<file path="src/rtl/fetch_controller.sv">
// Instruction fetch front end: PC register, combinational imem lookup, 2-entry
// {pc, instr} buffer toward decode, redirect handling and a sticky misalignment trap.
module fetch_controller #(
  parameter logic [31:0] RESET_PC = 32'h0000_0000
) (
  input  logic        clk,
  input  logic        rst_n,
  input  logic        fetch_en,
  output logic [31:0] imem_addr,
  input  logic [31:0] imem_instr,
  input  logic        redirect_valid,
  input  logic [31:0] redirect_pc,
  output logic        out_valid,
  input  logic        out_ready,
  output logic [31:0] out_pc,
  output logic [31:0] out_instr,
  output logic        misalign_err
);

  typedef enum logic [1:0] {IDLE, RUN, ERROR} state_t;

  typedef struct packed {
    logic [31:0] pc;
    logic [31:0] instr;
  } entry_t;

  state_t            state, state_nxt;
  logic [31:0]       pc, pc_nxt;
  entry_t [1:0]      fifo, fifo_nxt;
  logic [1:0]        count, count_nxt;
  logic              err_nxt;
  entry_t            new_ent;
  logic              live, redir_ok, redir_bad, flush, pop, push;

  // Redirects are only honoured outside ERROR; either kind flushes the buffer.
  assign live      = (state != ERROR);
  assign redir_ok  = live && redirect_valid && (redirect_pc[1:0] == 2'b00);
  assign redir_bad = live && redirect_valid && (redirect_pc[1:0] != 2'b00);
  assign flush     = redir_ok || redir_bad;

  assign out_valid = (count != 2'd0);
  assign pop       = out_valid && out_ready && !flush;
  assign push      = (state == RUN) && !redirect_valid && ((count != 2'd2) || pop);
  assign new_ent   = '{pc: pc, instr: imem_instr};

  assign imem_addr = pc;
  assign out_pc    = out_valid ? fifo[0].pc    : 32'h0;
  assign out_instr = out_valid ? fifo[0].instr : 32'h0;

  always_comb begin
    state_nxt = state;
    case (state)
      IDLE:    if (redir_bad) state_nxt = ERROR;
               else if (fetch_en) state_nxt = RUN;
      RUN:     if (redir_bad) state_nxt = ERROR;
               else if (!fetch_en) state_nxt = IDLE;
      ERROR:   state_nxt = ERROR;
      default: state_nxt = IDLE;
    endcase
  end

  always_comb begin
    pc_nxt    = pc;
    fifo_nxt  = fifo;
    count_nxt = count;
    err_nxt   = misalign_err;
    if (flush) begin
      count_nxt = 2'd0;
      if (redir_ok) pc_nxt  = redirect_pc;
      else          err_nxt = 1'b1;
    end else begin
      if (push) pc_nxt = pc + 32'd4;
      // Slot 0 is always the head; slot 1 only meaningful when count == 2.
      case ({push, pop})
        2'b10: begin
          fifo_nxt[count[0]] = new_ent;
          count_nxt          = count + 2'd1;
        end
        2'b01: begin
          fifo_nxt[0] = fifo[1];
          count_nxt   = count - 2'd1;
        end
        2'b11: begin
          if (count == 2'd1) begin
            fifo_nxt[0] = new_ent;
          end else begin
            fifo_nxt[0] = fifo[1];
            fifo_nxt[1] = new_ent;
          end
        end
        default: ;
      endcase
    end
  end

  always_ff @(posedge clk or negedge rst_n) begin
    if (!rst_n) begin
      state        <= IDLE;
      pc           <= RESET_PC;
      fifo         <= '0;
      count        <= 2'd0;
      misalign_err <= 1'b0;
    end else begin
      state        <= state_nxt;
      pc           <= pc_nxt;
      fifo         <= fifo_nxt;
      count        <= count_nxt;
      misalign_err <= err_nxt;
    end
  end

endmodule

</file>
<file path="config.mk">
export PLATFORM = sky130hd
export DESIGN_NAME = fetch_controller
export DESIGN_NICKNAME = d
export VERILOG_FILES = /design/src/rtl/fetch_controller.sv
export SDC_FILE = /design/constraint.sdc
export NUM_CORES = 1
export LEC_CHECK = 0
export CORE_UTILIZATION = 50
export CTS_CLUSTER_SIZE = 40
export DETAILED_ROUTE_END_ITERATION = 6
export PLACE_DENSITY = 0.79
export SLEW_MARGIN = 20
export SYNTH_ARGS = -nofsm -noshare
export SYNTH_HDL_FRONTEND = slang
export SYNTH_SLANG_ARGS = --single-unit
</file>
<file path="constraint.sdc">
create_clock -name clk -period 6.65 [get_ports clk]
set_clock_uncertainty 0.15 [all_clocks]
set_input_delay 1.33 -clock clk [delete_from_list [all_inputs] [get_ports clk]]
set_output_delay 1.33 -clock clk [all_outputs]
set_load 0.01 [all_outputs]
</file>
==> run metrics, run 1 <==
drt total wl=20,800 µm; Placed Area=9670 µm²; Initial Utilization=51.8%; gr ovfl total=0; CTS tree=yes; Via-to-Cell Ratio=5.91; sequential area share after synthesis=52.1%; CTS max path bufs=2; num ports=167; Max Transition Viols Final=0; min Tclk post-route=4.26 ns; RSZ-0062 raised after global routing=false; outcome=complete, but fails checks; # rows=45; synth warn=0; maxcap violations=0; Die X=128 µm; Worst IR Drop VDD=0.267 mV; total CTS buffers=17; Crit path max-delay family=buffers and inverters; fin crit share=64.1%; gr usage total=26.3%; initial drt markers=855; Worst Path Required=5.17 ns; share of cells above drive strength 1=13.1%; post-DP HPWL=13,000 µm; die area=16,400 µm²; nets=959; global-route wire length before repair=33,300 µm; Setup-failing EPs final=0; Gate Count Post-Synth=749; Clk Latency, worst-skew pair=0.42 ns; synth-to-layout area growth=29.8%; worst hold path type=reg2reg; CTS resizes=0; fill count=1,217; n_diodes=0; CTS Hold Bufs=0; Total Power=4660 µW; TritonRoute pass-1 iters=7; final hold viol count=0; clk sinks=165; Mapped Nets=822; violated checks=design-rule violations; Die Y=128 µm; CP Cell Sequence=inv_1 -> ha_2 -> buf_4 -> nor2b_1 -> clkdlybuf4s50_1; number of port buffers=166; Distinct cells, synth=61; f_max=0.235 GHz; slew margin rel.=27.9%; drc violations=5; vias in the first global route=6,343; EDFF count, synth=0; Slew @ Worst Pin=1.08 ns; CP endpoint kind=output pin; vias=6,556; CP max FO=44; Primary FF master, synth=dfrtp_1; Worst path slowest cell=buf_4; P_leak=0.00452 µW; fraction of registers with async set/reset=100%; Cell Pwr Density=453 nW/µm²; Setup crit start kind=flip-flop; post-route cell area=10,300 µm²; CP max stage delay=0.53 ns; H-tree levels=4; Core Region=15,300 µm²; pin count of the biggest net entering global routing=104; hold_ws=0.333 ns; CTS root buf=clkbuf_16; setup TNS=0 ns; Setup Buffers After CTS=0; Final ANT Viol Nets=0; WS Path Type=reg2out; initial antenna violation count=0; RePlAce Congestion=0.829; Seq cells post-synth=165; drt wl/cell=18.7 µm; critical path arrival=2.78 ns; Critical path buffers and inverters=3; Synth Area per Inst=10.6 µm²; Syn Std Cell Area=7930 µm²; Reg clk slew, reported paths=0.06 ns
[worst paths after layout]
| check | start | end | slack, ns | cells after the start |
|---|---|---|---|---|
| worst min-delay path | fifo[55]$_DFFE_PN0P_ | fifo[55]$_DFFE_PN0P_ | 0.33 | 2 |
| worst max register to register | count[0]$_DFFE_PN0P_ | fifo[123]$_DFFE_PN0P_ | 3.01 | 7 |
| worst max-delay path | count[0]$_DFFE_PN0P_ | out_pc[25] | 2.39 | 5 |
| min in group asynchronous | rst_n | fifo[43]$_DFFE_PN0P_ | 0.79 | 1 |
| worst min register to register | fifo[55]$_DFFE_PN0P_ | fifo[55]$_DFFE_PN0P_ | 0.33 | 2 |
| max in group asynchronous | rst_n | fifo[23]$_DFFE_PN0P_ | 4.15 | 2 |
[cell families after synthesis]
family          share of synthesized area [%]
buf+inv                                  5.27
compound gates                           16.5
simple gates                             16.2
fa+ha+maj                               0.631
mux                                      9.21
xor+xnor                                0.110
flops                                    52.1
[synthesized netlist by cell type (2+ instances only)]
library cell / instances / share of area (%)
dfrtp_1: 165 / 52
nor2_1: 90 / 4.3
nor2b_1: 65 / 5.1
mux2_2: 64 / 9.1
a221oi_1: 35 / 3.9
inv_1: 35 / 1.7
a21oi_1: 32 / 2.0
a222oi_1: 31 / 3.9
clkbuf_1: 31 / 1.5
nand2_1: 28 / 1.3
o21ai_0: 22 / 1.4
nand3_1: 19 / 1.2
buf_2: 13 / 0.82
nand4_1: 10 / 0.79
nor3_1: 9 / 0.57
o22ai_1: 9 / 0.71
buf_4: 8 / 0.76
a2bb2oi_1: 5 / 0.55
a211o_1: 4 / 0.44
and3_1: 4 / 0.32
and4_1: 4 / 0.44
ha_1: 4 / 0.63
a211oi_1: 3 / 0.28
a22o_1: 3 / 0.33
a311oi_1: 3 / 0.33
a31oi_1: 3 / 0.24
and2_1: 3 / 0.24
buf_1: 3 / 0.14
buf_6: 3 / 0.43
nand2b_1: 3 / 0.24
nor4_1: 3 / 0.24
o22a_1: 3 / 0.33
a32oi_1: 2 / 0.22
o21a_1: 2 / 0.19
or3_1: 2 / 0.16
[placed cells by master, fill, tap and decap left out, types with 4 or more instances in the layout]
| cell type | Yosys | final |
|---|---|---|
| a222oi_1 | 31 | 31 |
| clkinv_2 | 0 | 4 |
| clkbuf_16 | 0 | 17 |
| nand2_1 | 28 | 28 |
| buf_4 | 8 | 9 |
| nor2b_1 | 65 | 65 |
| clkbuf_1 | 31 | 4 |
| o22ai_1 | 9 | 8 |
| nor2_1 | 90 | 90 |
| a2bb2oi_1 | 5 | 5 |
| and3_1 | 4 | 4 |
| dfrtp_1 | 165 | 165 |
| nor3_1 | 9 | 9 |
| a221oi_1 | 35 | 35 |
| inv_1 | 35 | 35 |
| and4_1 | 4 | 4 |
| nand3_1 | 19 | 19 |
| a21oi_1 | 32 | 31 |
| mux2_2 | 64 | 64 |
| a211o_1 | 4 | 4 |
| nand4_1 | 10 | 10 |
| clkdlybuf4s50_1 | 0 | 165 |
| o21ai_0 | 22 | 22 |
[cell type report]
class / count / area, µm² / area share [%]
inverter: 35 / 131 / 1.28
sequential: 165 / 4130 / 40.1
clock buffer: 23 / 468 / 4.54
multi-input combinational: 491 / 3420 / 33.2
tap: 211 / 264 / 2.56
timing repair buffer: 176 / 1760 / 17.1
clock inverter: 9 / 126 / 1.23
[worst reg2reg max path: stages (launching register included)]
cell and delay, ns:
dfrtp_1 0.47, inv_1 0.15, ha_2 0.37, nor2b_1 0.68, nand3_1 0.14, a21oi_1 0.22, o21ba_4 0.83, mux2_2 0.51
[state kept, by name (all words and copies together) (netlist names)]
signal,cells
count,2
fifo,128
imem_addr,32
misalign_err,1
state,2
[metrics by stage]
stage                     worst slack, ns  utilization (%)  cells
after CTS                            2.37             67.1   1109
after global placement               2.33             63.2   1077
after detailed placement             2.29             63.2   1077
after global routing                 2.22             67.2   1110
final                                2.39             67.2   1110
after floorplan                      3.53                -    749
[per-layer routing]
metal	vias to the layer above	GRT usage, %	part of all wire [%]
met5	-	0	0
met4	0	8.44	1.6
met3	25	6.09	5.8
met2	266	41.1	49
met1	3259	36.5	44
li1	3006	-	-
[where the power goes]
group / leakage, µW / total (µW) / switching (µW) / internal [µW]
sequential: 0.00210 / 1740 / 347 / 1390
clock: 0.000291 / 993 / 384 / 609
combinational: 0.00213 / 1930 / 943 / 987
total: 0.00452 / 4660 / 1670 / 2990
(Power assumes the default switching activity.)
==> run 2: changes to the inputs <==
==> constraint.sdc (replaced) <==
create_clock -name clk -period 4 [get_ports clk]
set_clock_uncertainty 0.15 [all_clocks]
set_input_delay 0.8 -clock clk [delete_from_list [all_inputs] [get_ports clk]]
set_output_delay 0.8 -clock clk [all_outputs]
set_load 0.01 [all_outputs]
==> run 2 against run 1 <==
Via count increased by 0.56%. Global-route usage rose by 0.82 points. Critical endpoint is now out_instr[6]. Clock-buffer cell count down 2. Die area is the same. Critical path depth is the same. The run now ends clean. Sequential power up 68%. Worst setup slack worse by 1.9 ns.
==> run metrics, run 2 (synthesis results as in run 1) <==
maxcap violations=0; Final Non-Filler Cells=1,120; fill count=1,191; CTS root buf=clkbuf_16; Setup crit start kind=flip-flop; slack of the worst reg-to-reg path=0.89 ns; CTS Hold Bufs=0; drt total wl=21,200 µm; Max Transition Viols Final=0; synth-to-layout area growth=31.7%; P_leak=0.00460 µW; Reg clk slew, reported paths=0.06 ns; Worst Path Required=3.05 ns; multi-input logic area=3420 µm²; f_max=0.282 GHz; worst hold path type=in2async; Clk Latency, worst-skew pair=0.42 ns; Final ANT Viol Nets=0; drt wl/cell=18.9 µm; n_diodes=0; global-route wire length before repair=34,200 µm; Core Region=15,300 µm²; number of port buffers=166; min Tclk post-route=3.55 ns; die area=16,400 µm²; Inst Count DP=1,088; Register Area=4130 µm²; # rows=45; nets=969; CTS tree=yes; Die Y=128 µm; Via-to-Cell Ratio=5.89; CP endpoint kind=output pin; Worst Setup SP=count[0]$_DFFE_PN0P_; initial drt markers=620; initial antenna violation count=0; CTS max path bufs=2; clk sinks=165; gr usage total=27.1%; total CTS buffers=17; CTS resizes=0; setup TNS=0 ns; final hold viol count=0; Reg with most FFs=fifo; reg2reg end=imem_addr[10]$_DFFE_PN0P_; WS Path Type=reg2out; CP max FO=23; r2r worst-path depth=7; outcome=completed; slew margin rel.=39.5%; hold_ws=0.169 ns; TritonRoute pass-1 iters=6; num ports=167; H-tree levels=4; Cell Pwr Density=759 nW/µm²; Initial Utilization=51.8%; Worst IR Drop VDD=0.400 mV; fin crit share=88.6%; vias in the first global route=6,414; RSZ-0062 raised after global routing=false; vias=6,593; gr ovfl total=0; Setup-failing EPs final=0; pin count of the biggest net entering global routing=72; Die X=128 µm; post-DP HPWL=13,900 µm; Reg-to-Reg Start=count[0]$_DFFE_PN0P_; max reg flops=128; Slew @ Worst Pin=0.900 ns; RePlAce Congestion=0.876; commonest cells after routing, fill and taps aside=dfrtp_1 (165), clkdlybuf4s50_1 (165), nor2_1 (90); critical path arrival=2.60 ns; share of cells above drive strength 1=14.4%; Setup Buffers After CTS=0; drc violations=0
==> run 2: cell count changes in the layout (fill, tap and decap cells not counted) <==
cell and delta:
buf_16 -1, buf_4 +7, clkbuf_8 +1, clkinv_4 +2, buf_12 +4, clkbuf_1 -3
bufinv_16 +1, inv_6 +1, clkinv_2 -2
==> run 2: how the worst max path moves through the flow <==
| stage | to | slack, ns | cells after the start |
|---|---|---|---|
| after floorplan | fifo[64]$_DFFE_PN0P_ | 1.41 | 7 |
| after global placement | fifo[33]$_DFFE_PN0P_ | 0.81 | 7 |
| after detailed placement | fifo[23]$_DFFE_PN0P_ | 0.72 | 7 |
| after CTS | out_instr[6] | 0.40 | 5 |
| after global routing | out_instr[6] | 0.30 | 5 |
| final | out_instr[6] | 0.45 | 5 |
==> run 2: through the flow <==
step / setup slack, ns / total power [µW] / util (%) / instance area [µm²]
final: 0.455 / 7930 / 68.2 / 10500
after global routing: 0.299 / 8400 / 68.2 / 10500
after CTS: 0.395 / 7960 / 68.2 / 10500
after detailed placement: 0.720 / 6150 / 64.0 / 9810
after global placement: 0.806 / 6060 / 64.0 / 9810
after floorplan: 1.41 / 4590 / - / 7930
==> run 2: layout make-up <==
cell class / count / area share [%]
clock buffer: 21 / 4.50
clock inverter: 11 / 1.65
inverter: 35 / 1.26
multi-input combinational: 491 / 32.7
sequential: 165 / 39.5
tap: 211 / 2.53
timing repair buffer: 186 / 17.8
==> run 2: where the power goes <==
part           internal, µW  total (µW)  switching (µW)
Combinational          1670        3240            1570
Clock                  1100        1770             669
Sequential             2320        2920             602
Total                  5080        7930            2840
==> run 2: worst max-delay path: stages (launching register included) <==
cell             delay, ns
dfrtp_1               0.46
inv_1                 0.16
ha_2                  0.52
buf_4                 0.37
nor2b_1               0.11
clkdlybuf4s50_1       0.54
==> run 2: layer usage <==
layer	part of all wire [%]	vias up	track usage [%]	wire [µm]
met5	0	-	0	0
met4	2.5	0	10.8	531
met3	6.1	33	5.30	1310
met2	47	284	41.8	9910
met1	45	3249	38.0	9470
li1	-	3027	-	-
==> run 3: changes to the inputs <==
--- a/config.mk
+++ b/config.mk
@@ -5,6 +5,7 @@
 export SDC_FILE = /design/constraint.sdc
 export NUM_CORES = 1
 export LEC_CHECK = 0
+export ABC_CLOCK_PERIOD_IN_PS = 4000
 export CORE_UTILIZATION = 50
 export CTS_CLUSTER_SIZE = 40
 export DETAILED_ROUTE_END_ITERATION = 6
==> results of run 3 <==
Same layout as run 2: the final DEF is identical, and so are final timing and power.
